<file path="src/rtl/ram_arbiter_if.sv">
// Requester A/B and block-RAM signal bundle for ram_arbiter.
// slave = arbiter view; master = requesters plus RAM view.
interface ram_arbiter_if #(
    parameter int ADDR_WIDTH = 16,
    parameter int DATA_WIDTH = 16
);
    // A request is held until its gnt; gnt in the same cycle means the operation was accepted.
    // A read's rvalid/rdata follow exactly one cycle after its grant.
    logic                  a_req;
    logic                  a_we;
    logic [ADDR_WIDTH-1:0] a_addr;
    logic [DATA_WIDTH-1:0] a_wdata;
    logic                  a_gnt;
    logic                  a_rvalid;
    logic [DATA_WIDTH-1:0] a_rdata;

    logic                  b_req;
    logic                  b_we;
    logic [ADDR_WIDTH-1:0] b_addr;
    logic [DATA_WIDTH-1:0] b_wdata;
    logic                  b_lock;
    logic                  b_gnt;
    logic                  b_rvalid;
    logic [DATA_WIDTH-1:0] b_rdata;

    logic                  mem_read_enable;
    logic                  mem_write_enable;
    logic [ADDR_WIDTH-1:0] mem_read_addr;
    logic [ADDR_WIDTH-1:0] mem_write_addr;
    logic [DATA_WIDTH-1:0] mem_write_data;
    logic [DATA_WIDTH-1:0] mem_read_data;

    modport slave (
        input  a_req, a_we, a_addr, a_wdata,
        output a_gnt, a_rvalid, a_rdata,
        input  b_req, b_we, b_addr, b_wdata, b_lock,
        output b_gnt, b_rvalid, b_rdata,
        output mem_read_enable, mem_write_enable, mem_read_addr, mem_write_addr, mem_write_data,
        input  mem_read_data
    );

    modport master (
        output a_req, a_we, a_addr, a_wdata,
        input  a_gnt, a_rvalid, a_rdata,
        output b_req, b_we, b_addr, b_wdata, b_lock,
        input  b_gnt, b_rvalid, b_rdata,
        input  mem_read_enable, mem_write_enable, mem_read_addr, mem_write_addr, mem_write_data,
        output mem_read_data
    );
endinterface

</file>
<file path="src/rtl/ram_arbiter.sv">
// Two-port round-robin arbiter for a shared block RAM, with B bus lock and a
// PLL-stable startup hold before any memory traffic.
module ram_arbiter #(
    parameter int ADDR_WIDTH     = 16,
    parameter int DATA_WIDTH     = 16,
    parameter int STARTUP_CYCLES = 41,
    parameter int CNT_WIDTH      = 9
) (
    input  logic         clk,
    input  logic         resetq,
    input  logic         pll_lock,
    output logic         ready,
    ram_arbiter_if.slave bus
);
    typedef enum logic {HOLD = 1'b0, RUN = 1'b1} state_t;

    state_t               state_q, state_d;
    logic [CNT_WIDTH-1:0] cnt_q, cnt_d;
    logic                 last_b_q, last_b_d;
    logic                 lock_q, lock_d;
    logic                 rd_pend_q, rd_pend_d;
    logic                 rd_owner_q, rd_owner_d;

    logic                  run;
    logic                  lock_eff;
    logic                  a_gnt, b_gnt;
    logic                  sel_we;
    logic [ADDR_WIDTH-1:0] sel_addr;
    logic [DATA_WIDTH-1:0] sel_wdata;
    logic [DATA_WIDTH-1:0] rdata;

    always_comb begin
        state_d = state_q;
        cnt_d   = cnt_q;
        case (state_q)
            HOLD: begin
                if (!pll_lock) begin
                    cnt_d = '0;
                end else if (cnt_q == CNT_WIDTH'(STARTUP_CYCLES)) begin
                    state_d = RUN;
                end else begin
                    cnt_d = cnt_q + 1'b1;
                end
            end
            RUN: begin
                if (!pll_lock) begin
                    state_d = HOLD;
                    cnt_d   = '0;
                end
            end
            default: begin
                state_d = HOLD;
                cnt_d   = '0;
            end
        endcase
    end

    // Dropping b_lock releases A in the same cycle; the register only clears on the edge.
    assign run      = (state_q == RUN);
    assign lock_eff = lock_q & bus.b_lock;

    always_comb begin
        a_gnt      = 1'b0;
        b_gnt      = 1'b0;
        last_b_d   = last_b_q;
        lock_d     = lock_q;
        rd_pend_d  = 1'b0;
        rd_owner_d = rd_owner_q;
        if (run) begin
            a_gnt = bus.a_req & ~lock_eff & (~bus.b_req | last_b_q);
            b_gnt = bus.b_req & (lock_eff | ~bus.a_req | ~last_b_q);
        end
        if (a_gnt) begin
            last_b_d = 1'b0;
        end else if (b_gnt) begin
            last_b_d = 1'b1;
        end
        if (!bus.b_lock) begin
            lock_d = 1'b0;
        end else if (b_gnt) begin
            lock_d = 1'b1;
        end
        sel_we    = b_gnt ? bus.b_we    : bus.a_we;
        sel_addr  = b_gnt ? bus.b_addr  : bus.a_addr;
        sel_wdata = b_gnt ? bus.b_wdata : bus.a_wdata;
        if ((a_gnt | b_gnt) & ~sel_we) begin
            rd_pend_d  = 1'b1;
            rd_owner_d = b_gnt;
        end
    end

    always_ff @(posedge clk) begin
        if (!resetq) begin
            state_q    <= HOLD;
            cnt_q      <= '0;
            last_b_q   <= 1'b1;
            lock_q     <= 1'b0;
            rd_pend_q  <= 1'b0;
            rd_owner_q <= 1'b0;
        end else begin
            state_q    <= state_d;
            cnt_q      <= cnt_d;
            last_b_q   <= last_b_d;
            lock_q     <= lock_d;
            rd_pend_q  <= rd_pend_d;
            rd_owner_q <= rd_owner_d;
        end
    end

    assign ready = run;
    assign rdata = bus.mem_read_data;

    always_comb begin
        bus.a_gnt            = a_gnt;
        bus.b_gnt            = b_gnt;
        bus.mem_write_enable = (a_gnt | b_gnt) & sel_we;
        bus.mem_read_enable  = (a_gnt | b_gnt) & ~sel_we;
        bus.mem_write_addr   = sel_addr;
        bus.mem_read_addr    = sel_addr;
        bus.mem_write_data   = sel_wdata;
        bus.a_rvalid         = rd_pend_q & ~rd_owner_q;
        bus.b_rvalid         = rd_pend_q & rd_owner_q;
        bus.a_rdata          = (rd_pend_q & ~rd_owner_q) ? rdata : '0;
        bus.b_rdata          = (rd_pend_q & rd_owner_q) ? rdata : '0;
    end
endmodule

</file>
<file path="src/flat_wrapper.sv">
// flat-port wrapper written by rule: the top's interface ports become plain ports
module ram_arbiter_flat 
#(
    parameter int ADDR_WIDTH     = 16,
    parameter int DATA_WIDTH     = 16,
    parameter int STARTUP_CYCLES = 41,
    parameter int CNT_WIDTH      = 9
)
  (clk, resetq, pll_lock, ready, bus_a_req, bus_a_we, bus_a_addr, bus_a_wdata, bus_a_gnt, bus_a_rvalid, bus_a_rdata, bus_b_req, bus_b_we, bus_b_addr, bus_b_wdata, bus_b_lock, bus_b_gnt, bus_b_rvalid, bus_b_rdata, bus_mem_read_enable, bus_mem_write_enable, bus_mem_read_addr, bus_mem_write_addr, bus_mem_write_data, bus_mem_read_data);
  ram_arbiter_if #(.ADDR_WIDTH(ADDR_WIDTH), .DATA_WIDTH(DATA_WIDTH)) bus_i ();
  input  logic clk;
  input  logic resetq;
  input  logic pll_lock;
  output logic ready;
  input wire logic [$bits(bus_i.a_req)-1:0] bus_a_req;
  input wire logic [$bits(bus_i.a_we)-1:0] bus_a_we;
  input wire logic [$bits(bus_i.a_addr)-1:0] bus_a_addr;
  input wire logic [$bits(bus_i.a_wdata)-1:0] bus_a_wdata;
  output wire logic [$bits(bus_i.a_gnt)-1:0] bus_a_gnt;
  output wire logic [$bits(bus_i.a_rvalid)-1:0] bus_a_rvalid;
  output wire logic [$bits(bus_i.a_rdata)-1:0] bus_a_rdata;
  input wire logic [$bits(bus_i.b_req)-1:0] bus_b_req;
  input wire logic [$bits(bus_i.b_we)-1:0] bus_b_we;
  input wire logic [$bits(bus_i.b_addr)-1:0] bus_b_addr;
  input wire logic [$bits(bus_i.b_wdata)-1:0] bus_b_wdata;
  input wire logic [$bits(bus_i.b_lock)-1:0] bus_b_lock;
  output wire logic [$bits(bus_i.b_gnt)-1:0] bus_b_gnt;
  output wire logic [$bits(bus_i.b_rvalid)-1:0] bus_b_rvalid;
  output wire logic [$bits(bus_i.b_rdata)-1:0] bus_b_rdata;
  output wire logic [$bits(bus_i.mem_read_enable)-1:0] bus_mem_read_enable;
  output wire logic [$bits(bus_i.mem_write_enable)-1:0] bus_mem_write_enable;
  output wire logic [$bits(bus_i.mem_read_addr)-1:0] bus_mem_read_addr;
  output wire logic [$bits(bus_i.mem_write_addr)-1:0] bus_mem_write_addr;
  output wire logic [$bits(bus_i.mem_write_data)-1:0] bus_mem_write_data;
  input wire logic [$bits(bus_i.mem_read_data)-1:0] bus_mem_read_data;
  assign bus_i.a_req = bus_a_req;
  assign bus_i.a_we = bus_a_we;
  assign bus_i.a_addr = bus_a_addr;
  assign bus_i.a_wdata = bus_a_wdata;
  assign bus_a_gnt = bus_i.a_gnt;
  assign bus_a_rvalid = bus_i.a_rvalid;
  assign bus_a_rdata = bus_i.a_rdata;
  assign bus_i.b_req = bus_b_req;
  assign bus_i.b_we = bus_b_we;
  assign bus_i.b_addr = bus_b_addr;
  assign bus_i.b_wdata = bus_b_wdata;
  assign bus_i.b_lock = bus_b_lock;
  assign bus_b_gnt = bus_i.b_gnt;
  assign bus_b_rvalid = bus_i.b_rvalid;
  assign bus_b_rdata = bus_i.b_rdata;
  assign bus_mem_read_enable = bus_i.mem_read_enable;
  assign bus_mem_write_enable = bus_i.mem_write_enable;
  assign bus_mem_read_addr = bus_i.mem_read_addr;
  assign bus_mem_write_addr = bus_i.mem_write_addr;
  assign bus_mem_write_data = bus_i.mem_write_data;
  assign bus_i.mem_read_data = bus_mem_read_data;
  ram_arbiter #(.ADDR_WIDTH(ADDR_WIDTH), .DATA_WIDTH(DATA_WIDTH), .STARTUP_CYCLES(STARTUP_CYCLES), .CNT_WIDTH(CNT_WIDTH)) u_core (.clk(clk), .resetq(resetq), .pll_lock(pll_lock), .ready(ready), .bus(bus_i));
endmodule
</file>
<file path="config.mk">
export PLATFORM = sky130hd
export DESIGN_NAME = ram_arbiter_flat
export DESIGN_NICKNAME = d
export VERILOG_FILES = /design/src/rtl/ram_arbiter_if.sv /design/src/rtl/ram_arbiter.sv /design/src/flat_wrapper.sv
export SDC_FILE = /design/constraint.sdc
export NUM_CORES = 1
export LEC_CHECK = 0
export BUFFER_PORTS_ARGS = -buffer_cell sky130_fd_sc_hd__buf_2
export CAP_MARGIN = 20
export CORE_MARGIN = 1
export CORE_UTILIZATION = 29
export DETAILED_ROUTE_END_ITERATION = 6
export GPL_TIMING_DRIVEN = 0
export PLACE_DENSITY = 0.77
export SLEW_MARGIN = 5
export SYNTH_ARGS = -nofsm -noshare
export SYNTH_HDL_FRONTEND = slang
export SYNTH_SLANG_ARGS = --single-unit
export TNS_END_PERCENT = 20
</file>
<file path="constraint.sdc">
create_clock -name clk -period 1.8 [get_ports clk]
set_clock_uncertainty 0.15 [all_clocks]
set_input_delay 0.36 -clock clk [delete_from_list [all_inputs] [get_ports clk]]
set_output_delay 0.36 -clock clk [all_outputs]
set_load 0.005 [all_outputs]
</file>
# Word-level counts from Yosys, hierarchy flattened
# Index checks and enable logic that the tools add are counted.
op_classes:
  addsub: 1
  muxes: 18
  eq_ne: 3
  bitwise_logic: 19
  n_reduce_logical: 3
ops:
  columns: ["operator", "count"]
  rows:
  - ["two-way mux 16 bit", 4]
  - ["two-way mux 9 bit", 3]
  - ["one-hot mux 9 bit (2 select lines)", 1]
  - ["adder 9 x 1 -> 9 bit (second input constant)", 1]
  - ["equality test 9 x 6 -> 1 bit (second input constant)", 1]
  - ["two-way mux 1 bit", 9]
  - ["bitwise AND 1 bit", 8]
  - ["NOT 1 bit", 7]
  - ["OR 1 bit", 4]
  - ["AND reduction 2 bit", 2]
  - ["inequality test 3 bit (second input constant)", 1]
  - ["inequality test 2 bit (second input constant)", 1]
  - ["one-hot mux 1 bit (2 select lines)", 1]
  - ["nonzero test 2 bit", 1]
totals:
  register_bits: 14

# Longest topological paths before layout
depth:
  word_depth: 9
  depth_mapped: 6
  ltp_nobuf: 6

# Least setup slack after synthesis
# Ideal clock, no wire load.
synth_timing:
  path_kind: "input-to-output"
  from: "in bus_a_req"
  to: "out bus_mem_write_addr[3]"
  slack_ns: -0.191
  t_arrival_ns: 1.481
  stages: 5
  path_cell_list: "a21boi_2 -> a21oi_4 -> buf_6 -> mux2_1 -> buf_4"
synth_via:
  elab_chain_len: 6
synth_rtl:
  columns: ["element", "line_no", "source"]
  rows:
  - ["start: declaration", "flat_wrapper.sv:15", "input wire logic [$bits(bus_i.a_req)-1:0] bus_a_req;"]
  - ["NOT 1 bit", "ram_arbiter.sv:71", "b_gnt = bus.b_req & (lock_eff | ~bus.a_req | ~last_b_q);"]
  - ["OR 1 bit (2 in a row)", "ram_arbiter.sv:71", null]
  - ["bitwise AND 1 bit", "ram_arbiter.sv:71", null]
  - ["two-way mux 1 bit", "ram_arbiter.sv:69", "if (run) begin"]
  - ["two-way mux 16 bit", "ram_arbiter.sv:84", "sel_addr = b_gnt ? bus.b_addr : bus.a_addr;"]
  - ["end: declaration", "flat_wrapper.sv:33", "output wire logic [$bits(bus_i.mem_write_addr)-1:0] bus_mem_write_addr;"]
# Every way passes these cells.

# Worst setup path in the final report
layout_timing:
  from: "reg u_core.lock_q"
  to: "out bus_mem_write_addr[1]"
layout_via:
  elab_chain_len: 6
layout_rtl:
  columns: ["element", "line_no", "source"]
  rows:
  - ["start: declaration", "ram_arbiter.sv:20", "logic lock_q, lock_d;"]
  - ["start signal: assignment", "ram_arbiter.sv:104", "lock_q <= lock_d;"]
  - ["bitwise AND 1 bit", "ram_arbiter.sv:60", "assign lock_eff = lock_q & bus.b_lock;"]
  - ["OR 1 bit (2 in a row)", "ram_arbiter.sv:71", null]
  - ["bitwise AND 1 bit", "ram_arbiter.sv:71", null]
  - ["two-way mux 1 bit", "ram_arbiter.sv:69", null]
  - ["two-way mux 16 bit", "ram_arbiter.sv:84", null]
# Every way passes these cells.

==> results.sh <==
export IMPL_dieHeight_um=71.0
export IMPL_wl_um=5760
export IMPL_grt_busiest_layer="met2"
export IMPL_setup_violations_final=50
export IMPL_antenna_left=0
export IMPL_cp_slowest_cell="dfxtp_2"
export IMPL_placed_area_mm2=0.00244
export IMPL_drive_gt1_share_pct=72.3
export IMPL_violations="DRC, setup timing"
export IMPL_grt_met3_usage_pct=6.84
export IMPL_synth_top_area_share_pct=25.3
export IMPL_max_slew_margin_rel_pct=61.6
export IMPL_hpwl_um=4510
export IMPL_syn_num_nets=250
export IMPL_synth_cell_types=31
export IMPL_setup_slack_ps=-362
export IMPL_antenna_found_initial=0
export IMPL_grt_pass1_wl_um=8270
export IMPL_design_area_mm2=0.00279
export IMPL_critPathMaxFanout=10
export IMPL_hold_ws_ps=189
export IMPL_dr_total_vias=1864
export IMPL_placedCellCount=386
export IMPL_num_io_pins=175
export IMPL_synthTopCellsByArea="mux2_2 25%, dfxtp_1 20%, buf_4 8.7%"
export IMPL_die_area_mm2=0.00503
export IMPL_fp_coreArea_mm2=0.00447
export IMPL_power_density_mw_per_mm2=336
export IMPL_status="complete, but fails checks"
export IMPL_drt_iter0_drc=51
export IMPL_cp_slowest_stage_delay_ps=350
export IMPL_peakVddDrop_v=0.000292
export IMPL_min_period_over_period_pct=120
export IMPL_min_period_ps=2160
export IMPL_cp_required_ps=1290
export IMPL_clkLatencyLatePin_ps=250
export IMPL_hold_path_class="in -> reg"
export IMPL_drc=13
export IMPL_final_nets=438
export IMPL_cts_hold_buf=0
export IMPL_cap_violations=0
export IMPL_seq_area_frac_synth_pct=20.3
export IMPL_grt_pass1_vias=1776
export IMPL_synth_avg_cell_area_um2=8.62
export IMPL_cp_end_kind="output pin"
export IMPL_drt_pass1_iter_count=6
export IMPL_cts_made_buffers=3
export IMPL_yosysTopAreaCell="mux2_2"
export IMPL_met1_usage_pct=20.8
export IMPL_grt_total_usage_pct=21.0
export IMPL_tritoncts="done"
export IMPL_wl_per_cell_um=14.4
export IMPL_routabilityCongestion=0.804
export IMPL_ys_ff_latch=14
export IMPL_overflow=0
export IMPL_cts_max_path_buffers=2
export IMPL_met2_usage_pct=39.9
export IMPL_cts_num_sinks=14
export IMPL_final_cells=399
export IMPL_place_ws_ps=-419
export IMPL_crit_type="reg -> out"
export IMPL_hold_violations=0
export IMPL_grt_max_degree=11
export IMPL_layout_common_cells="155 x buf_2, 36 x buf_6, 18 x mux2_4"
export IMPL_cp_start_kind="flip-flop"
export IMPL_final_common_cell="buf_2"
export IMPL_crit_path_cell_trace="a21boi_4, a21oi_4, buf_12, buf_12, mux2_4, buf_6, buf_6"
export IMPL_area_growth_syn_to_layout_pct=102
export IMPL_fp_dieW_um=71.0
export IMPL_port_buffers=174
export IMPL_max_freq_mhz=463
export IMPL_ctsHtreeMaxLevel=1
export IMPL_worst_r2r_setup_slack_ps=190
export IMPL_rsz0062_at_grt="true"
export IMPL_rows=24
export IMPL_start_util_pct=30.8
export IMPL_via_per_inst=4.67
export IMPL_clkTransAtPathRegs_ps=60
export IMPL_worst_pin_slew_ps=571
export IMPL_root_buffer="clkbuf_8"
export IMPL_syn_inst=160
export IMPL_arrival_ps=1650
export IMPL_final_max_slew_viol_count=0
export IMPL_synth_area_mm2=0.00138
export IMPL_yosys_warnings=0
export IMPL_antenna_diode_count=0
export IMPL_power_leakage_nw=1.55
-- Yosys cell counts, drive strengths merged --
cell type / instances
o21ai: 4
a211oi: 2
o31ai: 1
a21boi: 1
o211a: 1
mux2: 32
nor2b: 3
nor4b: 1
ha: 2
xnor2: 3
dfxtp: 14
and2: 17
nor3: 2
nor3b: 1
xor2: 1
o211ai: 1
nand4b: 2
clkbuf: 3
and3: 16
a21oi: 7
or3: 3
mux2i: 1
nor2: 9
buf: 19
nand2: 9
nor4bb: 1
nand2b: 2
inv: 2
-- worst max-delay path: cells and delay by family, from the launching register on --
kind	cells	cell delay, ps
buf+inv	4	490
compound gates	2	240
mux	1	320
flops	1	350
-- kinds of logic after synthesis --
| logic type | share of synthesized area, % |
|---|---|
| multiplexers | 26.9 |
| AO/OA/AOI/OAI | 8.53 |
| adder cells (fa/ha/maj) | 1.81 |
| XOR/XNOR | 2.54 |
| AND/OR/NAND/NOR | 27.4 |
| buffers and inverters | 12.5 |
| flip-flops | 20.3 |
-- flip-flops by register name (all words and copies together) (netlist names) --
register and cells:
u_core.cnt_q 9, u_core.last_b_q 1, u_core.lock_q 1, u_core.rd_owner_q 1, u_core.rd_pend_q 1, u_core.ready 1
-- area by class of cell --
class,instances,area [um2]
clock buffer,4,55.1
timing repair buffer,183,1080
fill,390,1690
multi-input combinational,122,1030
inverter,2,7.51
sequential,14,290
buffer,22,254
tap,52,65.1
-- metal layers --
layer / vias to the layer above / wire length (um)
met4: 0 / 163
li1: 920 / -
met3: 15 / 627
met2: 106 / 2980
met5: - / 0
met1: 823 / 1980
-- stage by stage --
step | setup TNS (ps) | power, W | util, %
finish | -14700 | 0.000938 | 62.3
global route | -16990 | 0.000977 | 62.3
CTS | -14800 | 0.000942 | 62.1
detailed placement | -17230 | 0.000594 | 54.4
global placement | -16980 | 0.000589 | 54.4
floorplan | -1630 | 0.000433 | -
-- where the power goes --
part | internal, W | switching [W]
clock | 0.000194 | 0.000115
sequential | 0.000309 | 0.00000304
combinational | 0.000209 | 0.000107
total | 0.000712 | 0.000225
-- worst paths after layout --
kind                                 from                            to  depth (start not counted)
max            u_core.lock_q$_SDFFE_PN0N_         bus_mem_write_addr[1]                          7
min reg2reg  u_core.cnt_q[4]$_SDFFE_PN0P_  u_core.cnt_q[4]$_SDFFE_PN0P_                          2
min                                resetq  u_core.last_b_q$_SDFFE_PN1P_                          2
max reg2reg  u_core.cnt_q[0]$_SDFFE_PN0P_  u_core.cnt_q[0]$_SDFFE_PN0P_                          5
-- timing repair --
item / CTS / global route
gates resized for setup: 41 / 9
endpoints found under the setup margin: 72 / 69
buffers inserted: 8 / 1
gates cloned: 1 / 0
pin swaps: 0 / 0
(Power assumes the default switching activity.)
